[src/rtl/mem_access_stage_pkg.sv]
// Shared definitions for the MEM stage: FSM encoding and default widths that the
// neighbouring EX/MEM and MEM/WB stages also size themselves from.
package mem_access_stage_pkg;

  localparam int DEF_DATA_W   = 8;
  localparam int DEF_REG_W    = 4;
  localparam int DEF_ADDR_W   = 8;
  localparam int DEF_WAIT_MAX = 15;

  typedef enum logic {
    ST_IDLE = 1'b0,
    ST_BUSY = 1'b1
  } mem_state_e;

endpackage

[src/rtl/mem_access_stage_if.sv]
// Data-memory port between the MEM stage (master) and the data memory (slave).
interface mem_access_stage_if #(
  parameter int DATA_W = 8,
  parameter int ADDR_W = 8
);

  // dmem_req rises with addr/we/wdata stable and stays high until the cycle dmem_ack
  // is seen (or the stage gives up); dmem_ack is a single-cycle strobe and dmem_rdata
  // is only meaningful in that cycle.
  logic              dmem_req;
  logic              dmem_we;
  logic [ADDR_W-1:0] dmem_addr;
  logic [DATA_W-1:0] dmem_wdata;
  logic [DATA_W-1:0] dmem_rdata;
  logic              dmem_ack;

  modport master (
    output dmem_req, dmem_we, dmem_addr, dmem_wdata,
    input  dmem_rdata, dmem_ack
  );

  modport slave (
    input  dmem_req, dmem_we, dmem_addr, dmem_wdata,
    output dmem_rdata, dmem_ack
  );

endinterface

[src/rtl/mem_access_stage_wait_timer.sv]
// Wait-state counter for an outstanding memory access; tc flags that WAIT_MAX
// ack-less cycles have already been counted.
module mem_wait_timer #(
  parameter int WAIT_MAX = 15
) (
  input  logic clk,
  input  logic rst_n,
  input  logic clear,
  input  logic enable,
  output logic tc
);

  localparam int TW = (WAIT_MAX < 1) ? 1 : $clog2(WAIT_MAX + 1);
  localparam logic [TW-1:0] TC_VAL = TW'(WAIT_MAX);

  logic [TW-1:0] count_q, count_d;

  assign tc = (count_q == TC_VAL);

  always_comb begin
    count_d = count_q;
    if (clear) begin
      count_d = '0;
    end else if (enable && !tc) begin
      count_d = count_q + TW'(1);
    end
  end

  always_ff @(posedge clk or negedge rst_n) begin
    if (!rst_n) begin
      count_q <= '0;
    end else begin
      count_q <= count_d;
    end
  end

endmodule

[src/rtl/mem_access_stage.sv]
// MEM pipeline stage: passes ALU results through, runs loads/stores over the
// req/ack data port with a bounded wait, and feeds the MEM/WB register.
module mem_access_stage
  import mem_access_stage_pkg::*;
#(
  parameter int DATA_W   = DEF_DATA_W,
  parameter int REG_W    = DEF_REG_W,
  parameter int ADDR_W   = DEF_ADDR_W,
  parameter int WAIT_MAX = DEF_WAIT_MAX
) (
  input  logic              nclk,
  input  logic              rst,
  input  logic              ex_valid,
  input  logic [DATA_W-1:0] alu_result,
  input  logic [DATA_W-1:0] store_data,
  input  logic [REG_W-1:0]  ex_reg_dest,
  input  logic              ex_reg_write,
  input  logic              mem_read,
  input  logic              mem_write,
  output logic              stall,
  mem_access_stage_if.master dmem,
  output logic [DATA_W-1:0] data_to_reg,
  output logic [REG_W-1:0]  reg_dest,
  output logic              reg_write,
  output logic              bus_err,
  output mem_state_e        dbg_state
);

  mem_state_e        state_q, state_d;
  logic              req_q, req_d;
  logic              we_q, we_d;
  logic [ADDR_W-1:0] addr_q, addr_d;
  logic [DATA_W-1:0] wdata_q, wdata_d;
  logic [REG_W-1:0]  lat_dest_q, lat_dest_d;
  logic              lat_rw_q, lat_rw_d;
  logic [DATA_W-1:0] data_q, data_d;
  logic [REG_W-1:0]  dest_q, dest_d;
  logic              rw_q, rw_d;
  logic              err_q, err_d;
  logic              timer_clear, timer_en, timer_tc;

  mem_wait_timer #(.WAIT_MAX(WAIT_MAX)) u_wait_timer (
    .clk    (nclk),
    .rst_n  (rst),
    .clear  (timer_clear),
    .enable (timer_en),
    .tc     (timer_tc)
  );

  // An ack arriving in the terminal wait cycle still completes, so it masks the abort.
  assign stall = (state_q == ST_BUSY) & ~dmem.dmem_ack & ~timer_tc;

  always_comb begin
    state_d     = state_q;
    req_d       = req_q;
    we_d        = we_q;
    addr_d      = addr_q;
    wdata_d     = wdata_q;
    lat_dest_d  = lat_dest_q;
    lat_rw_d    = lat_rw_q;
    data_d      = data_q;
    dest_d      = dest_q;
    rw_d        = 1'b0;
    err_d       = 1'b0;
    timer_clear = 1'b0;
    timer_en    = 1'b0;
    case (state_q)
      ST_IDLE: begin
        if (ex_valid) begin
          if (mem_read && mem_write) begin
            err_d = 1'b1;
          end else if (mem_read || mem_write) begin
            req_d       = 1'b1;
            we_d        = mem_write;
            addr_d      = alu_result[ADDR_W-1:0];
            wdata_d     = store_data;
            lat_dest_d  = ex_reg_dest;
            lat_rw_d    = ex_reg_write;
            timer_clear = 1'b1;
            state_d     = ST_BUSY;
          end else begin
            data_d = alu_result;
            dest_d = ex_reg_dest;
            rw_d   = ex_reg_write;
          end
        end
      end
      ST_BUSY: begin
        if (dmem.dmem_ack) begin
          req_d   = 1'b0;
          state_d = ST_IDLE;
          if (!we_q) begin
            data_d = dmem.dmem_rdata;
            dest_d = lat_dest_q;
            rw_d   = lat_rw_q;
          end
        end else if (timer_tc) begin
          req_d   = 1'b0;
          err_d   = 1'b1;
          state_d = ST_IDLE;
        end else begin
          timer_en = 1'b1;
        end
      end
      default: state_d = ST_IDLE;
    endcase
  end

  always_ff @(posedge nclk or negedge rst) begin
    if (!rst) begin
      state_q    <= ST_IDLE;
      req_q      <= 1'b0;
      we_q       <= 1'b0;
      addr_q     <= '0;
      wdata_q    <= '0;
      lat_dest_q <= '0;
      lat_rw_q   <= 1'b0;
      data_q     <= '0;
      dest_q     <= '0;
      rw_q       <= 1'b0;
      err_q      <= 1'b0;
    end else begin
      state_q    <= state_d;
      req_q      <= req_d;
      we_q       <= we_d;
      addr_q     <= addr_d;
      wdata_q    <= wdata_d;
      lat_dest_q <= lat_dest_d;
      lat_rw_q   <= lat_rw_d;
      data_q     <= data_d;
      dest_q     <= dest_d;
      rw_q       <= rw_d;
      err_q      <= err_d;
    end
  end

  assign dmem.dmem_req   = req_q;
  assign dmem.dmem_we    = we_q;
  assign dmem.dmem_addr  = addr_q;
  assign dmem.dmem_wdata = wdata_q;
  assign data_to_reg     = data_q;
  assign reg_dest        = dest_q;
  assign reg_write       = rw_q;
  assign bus_err         = err_q;
  assign dbg_state       = state_q;

endmodule
[src/flat_wrapper.sv]
// flat-port wrapper written by rule: the top's interface ports become plain ports
module mem_access_stage_flat import mem_access_stage_pkg::*;
#(
  parameter int DATA_W   = DEF_DATA_W,
  parameter int REG_W    = DEF_REG_W,
  parameter int ADDR_W   = DEF_ADDR_W,
  parameter int WAIT_MAX = DEF_WAIT_MAX
)
  (nclk, rst, ex_valid, alu_result, store_data, ex_reg_dest, ex_reg_write, mem_read, mem_write, stall, data_to_reg, reg_dest, reg_write, bus_err, dbg_state, dmem_dmem_req, dmem_dmem_we, dmem_dmem_addr, dmem_dmem_wdata, dmem_dmem_rdata, dmem_dmem_ack);
  mem_access_stage_if #(.DATA_W(DATA_W), .ADDR_W(ADDR_W)) dmem_i ();
  input  logic nclk;
  input  logic rst;
  input  logic ex_valid;
  input  logic [DATA_W-1:0] alu_result;
  input  logic [DATA_W-1:0] store_data;
  input  logic [REG_W-1:0] ex_reg_dest;
  input  logic ex_reg_write;
  input  logic mem_read;
  input  logic mem_write;
  output logic stall;
  output logic [DATA_W-1:0] data_to_reg;
  output logic [REG_W-1:0] reg_dest;
  output logic reg_write;
  output logic bus_err;
  output mem_state_e dbg_state;
  output wire logic [$bits(dmem_i.dmem_req)-1:0] dmem_dmem_req;
  output wire logic [$bits(dmem_i.dmem_we)-1:0] dmem_dmem_we;
  output wire logic [$bits(dmem_i.dmem_addr)-1:0] dmem_dmem_addr;
  output wire logic [$bits(dmem_i.dmem_wdata)-1:0] dmem_dmem_wdata;
  input wire logic [$bits(dmem_i.dmem_rdata)-1:0] dmem_dmem_rdata;
  input wire logic [$bits(dmem_i.dmem_ack)-1:0] dmem_dmem_ack;
  assign dmem_dmem_req = dmem_i.dmem_req;
  assign dmem_dmem_we = dmem_i.dmem_we;
  assign dmem_dmem_addr = dmem_i.dmem_addr;
  assign dmem_dmem_wdata = dmem_i.dmem_wdata;
  assign dmem_i.dmem_rdata = dmem_dmem_rdata;
  assign dmem_i.dmem_ack = dmem_dmem_ack;
  mem_access_stage #(.DATA_W(DATA_W), .REG_W(REG_W), .ADDR_W(ADDR_W), .WAIT_MAX(WAIT_MAX)) u_core (.nclk(nclk), .rst(rst), .ex_valid(ex_valid), .alu_result(alu_result), .store_data(store_data), .ex_reg_dest(ex_reg_dest), .ex_reg_write(ex_reg_write), .mem_read(mem_read), .mem_write(mem_write), .stall(stall), .dmem(dmem_i), .data_to_reg(data_to_reg), .reg_dest(reg_dest), .reg_write(reg_write), .bus_err(bus_err), .dbg_state(dbg_state));
endmodule
[config.mk]
export PLATFORM = sky130hd
export DESIGN_NAME = mem_access_stage_flat
export DESIGN_NICKNAME = d
export VERILOG_FILES = /design/src/rtl/mem_access_stage_pkg.sv /design/src/rtl/mem_access_stage_if.sv /design/src/rtl/mem_access_stage_wait_timer.sv /design/src/rtl/mem_access_stage.sv /design/src/flat_wrapper.sv
export SDC_FILE = /design/constraint.sdc
export NUM_CORES = 1
export LEC_CHECK = 0
export ABC_AREA = 1
export CAP_MARGIN = 30
export CORE_MARGIN = 2
export CORE_UTILIZATION = 49
export CTS_BUF_LIST = sky130_fd_sc_hd__clkbuf_16
export DETAILED_ROUTE_END_ITERATION = 10
export MAX_ROUTING_LAYER = met4
export PLACE_DENSITY = 0.91
export REMOVE_ABC_BUFFERS = 1
export SYNTH_ARGS = -nofsm -noshare
export SYNTH_HDL_FRONTEND = slang
export SYNTH_SLANG_ARGS = --single-unit
[constraint.sdc]
create_clock -name nclk -period 2.65 [get_ports nclk]
set_input_delay 0.265 -clock nclk [delete_from_list [all_inputs] [get_ports nclk]]
set_output_delay 0.265 -clock nclk [all_outputs]
set_load 0.05 [all_outputs]
==> flow_summary.ini <==
[critical_path]
crit_path_end_kind = output port
worst_setup_path_start_kind = flop
critPathKind = flop to output port
crit_path_cell_trace = ha_1, nand3_1, nand2_1, inv_2, clkdlybuf4s50_1
max_stage_delay_ns = 0.81
arrival_ns = 2.09
worstPathRequired_ns = 2.38
slowest_stage = clkdlybuf4s50_1
crit_fanout = 6

[logic_synthesis]
netlist_instances = 214
synth.area.top_cells = dfrtp_1 (52%), o21ai_2 (13%), nand2_1 (10%), inv_1 (5.4%), buf_6 (4.4%)
synth_cell_types = 21
synth-edff-count = 0
netlist_area_um2 = 2030
synthTopCellsByCount = nand2_1 (55), dfrtp_1 (42), inv_1 (29), o21ai_2 (29), o21ai_1 (15)
yosys_warnings = 0
synthFlopType = dfrtp_1
synth_top_area_frac = 0.518
yosys.area.top_type = dfrtp_1
async_reset_ff_frac = 1.00
seq_area_frac_synth = 0.518
ys_seq_elements = 42
synth_area_per_cell_um2 = 9.48
synth_most_common_cell = nand2_1

[timing]
timing.final.crit_share = 0.887
drv_slew = 0
fin_skew_ns = 0.00421
max_freq_ghz = 0.425
max_slew_margin = 0.388
worst_pin_slew_ns = 0.919
period_needed_ns = 2.35
setup_viol = 0
hold-worst-slack_ns = 0.128
final_hold_viol_count = 0
final.setup.tns_ns = 0
rsz0062_at_grt = false

[route]
drt_first_pass_iters = 4
routed_wl_um = 4130
drt_iter0_drc = 127
drt-vias-per-instance = 5.02
post-route-drc-count = 0
wl_per_cell_um = 12.5
ant_nets = 0
vias = 1660

[layout]
layout.nets = 321
syn_to_final_growth_pct = 39.4
fin_cells = 331
fill_cells = 336
insertedDiodeCount = 0
drive_gt1_frac = 0.157
utilization = 0.707

[clock_network]
cts-hold-fix-buffers = 0
clkSinkCount = 42
clock-root-buffer = clkbuf_16
htreeDepth = 2
cts_buffers = 5
clk_path_buf_depth = 2
clk_pin_slew_ns = 0.06
clock_latency_ns = 0.27
cts_tree = yes
ctsResizeCount = 0
postCtsSetupRepairBufs = 0

[global_route]
grt_usage = 0.199
grt_pass1_wl_um = 6650
grt_pass1_vias = 1520
grt_max_degree = 43
antenna_found_initial = 0
gr-total-overflow = 0

[power]
peakVddDrop_uv = 521
p_total_mw = 2.77
power_density_nw_per_um2 = 980
power_leakage_nw = 1.37

[floorplanning]
die_area_um2 = 4670
core_area_um2 = 4000
die_h_um = 68.4
initial_core_util = 0.507
die_w_um = 68.4
ioPinCount = 69
rows = 23

[status]
status = completed

[place]
port_buffers = 68
dp_hpwl_um = 3020
placedCellCount = 325
gp_congestion = 0.726

[worst_hold_path]
hold_path_class = primary input to asynchronous set/reset pin

[flow_run]
drv_cap = 0
-- report_power, final --
group          switching [mW]  internal, mW
Combinational           0.854         0.440
Clock                   0.212         0.334
Sequential              0.107         0.823
-- final timing paths --
check | depth (start not counted) | from | endpoint | slack, ns
max in group asynchronous | 1 | rst | u_core.dmem.dmem_we$_DFFE_PN0P_ | 1.95
setup / recovery | 5 | u_core.u_wait_timer.count_q[0]$_DFFE_PN0P_ | stall | 0.30
hold / removal | 1 | rst | u_core.dmem.dmem_addr[3]$_DFFE_PN0P_ | 0.13
min in group nclk | 2 | u_core.lat_dest_q[1]$_DFFE_PN0P_ | u_core.lat_dest_q[1]$_DFFE_PN0P_ | 0.48
hold reg to reg | 2 | u_core.lat_dest_q[1]$_DFFE_PN0P_ | u_core.lat_dest_q[1]$_DFFE_PN0P_ | 0.48
setup reg to reg | 6 | u_core.dbg_state$_DFF_PN0_ | u_core.data_to_reg[2]$_DFFE_PN0P_ | 1.00
-- kinds of logic (layout without fill, tap and decap cells) --
group / after synthesis / in the layout / synth area share
DFF: 42 / 42 / 0.518
AOI/OAI and AO/OA: 51 / 51 / 0.181
buffers and inverters: 41 / 108 / 0.106
and+or+nand+nor: 75 / 75 / 0.166
xor gates and xnor gates: 1 / 1 / 0.00432
adders and majority gates: 4 / 4 / 0.0247
-- metrics by stage --
stage / cell area, um^2 / setup slack, ns
final: 2830 / 0.299
after floorplan: 1930 / 0.851
after detailed placement: 2700 / 0.476
after global placement: 2700 / 0.504
after CTS: 2830 / 0.297
after global routing: 2830 / 0.170
-- final cells by class --
class / instances / area (um^2) / area share
Clock buffer: 5 / 125 / 0.0442
Inverter: 32 / 120 / 0.0425
Multi-Input combinational cell: 131 / 763 / 0.270
Tap cell: 50 / 62.6 / 0.0221
Sequential cell: 42 / 1050 / 0.372
Timing Repair Buffer: 70 / 703 / 0.249
Clock inverter: 1 / 3.75 / 0.00133
-- metal layers --
layer  share of wire  vias to the layer above  GRT usage
met3           0.066                        4     0.0559
met4          0.0061                        0     0.0525
met1            0.42                      779      0.232
li1                -                      820          -
met2            0.51                       57      0.336
met5               0                        -          -
-- cells in the final DEF, fill, tap and decap left out, drive strengths merged --
cell type and count:
nand2 56, clkbuf 5, dfrtp 42, clkdlybuf4s50 67, nand4 3, nand3b 1
o21ai 50, xor2 1, clkinv 1, o31ai 1, nor2 2, ha 4
or2 1, buf 3, nand3 12, inv 32
-- critical path, delay by kind of cell (launching register included) --
kind	cells	cell delay [ns]
adders and majority gates	1	0.24
and+or+nand+nor	2	0.24
DFF	1	0.41
buffers and inverters	2	0.94
No activity file was read; power rests on OpenSTA's default activity.
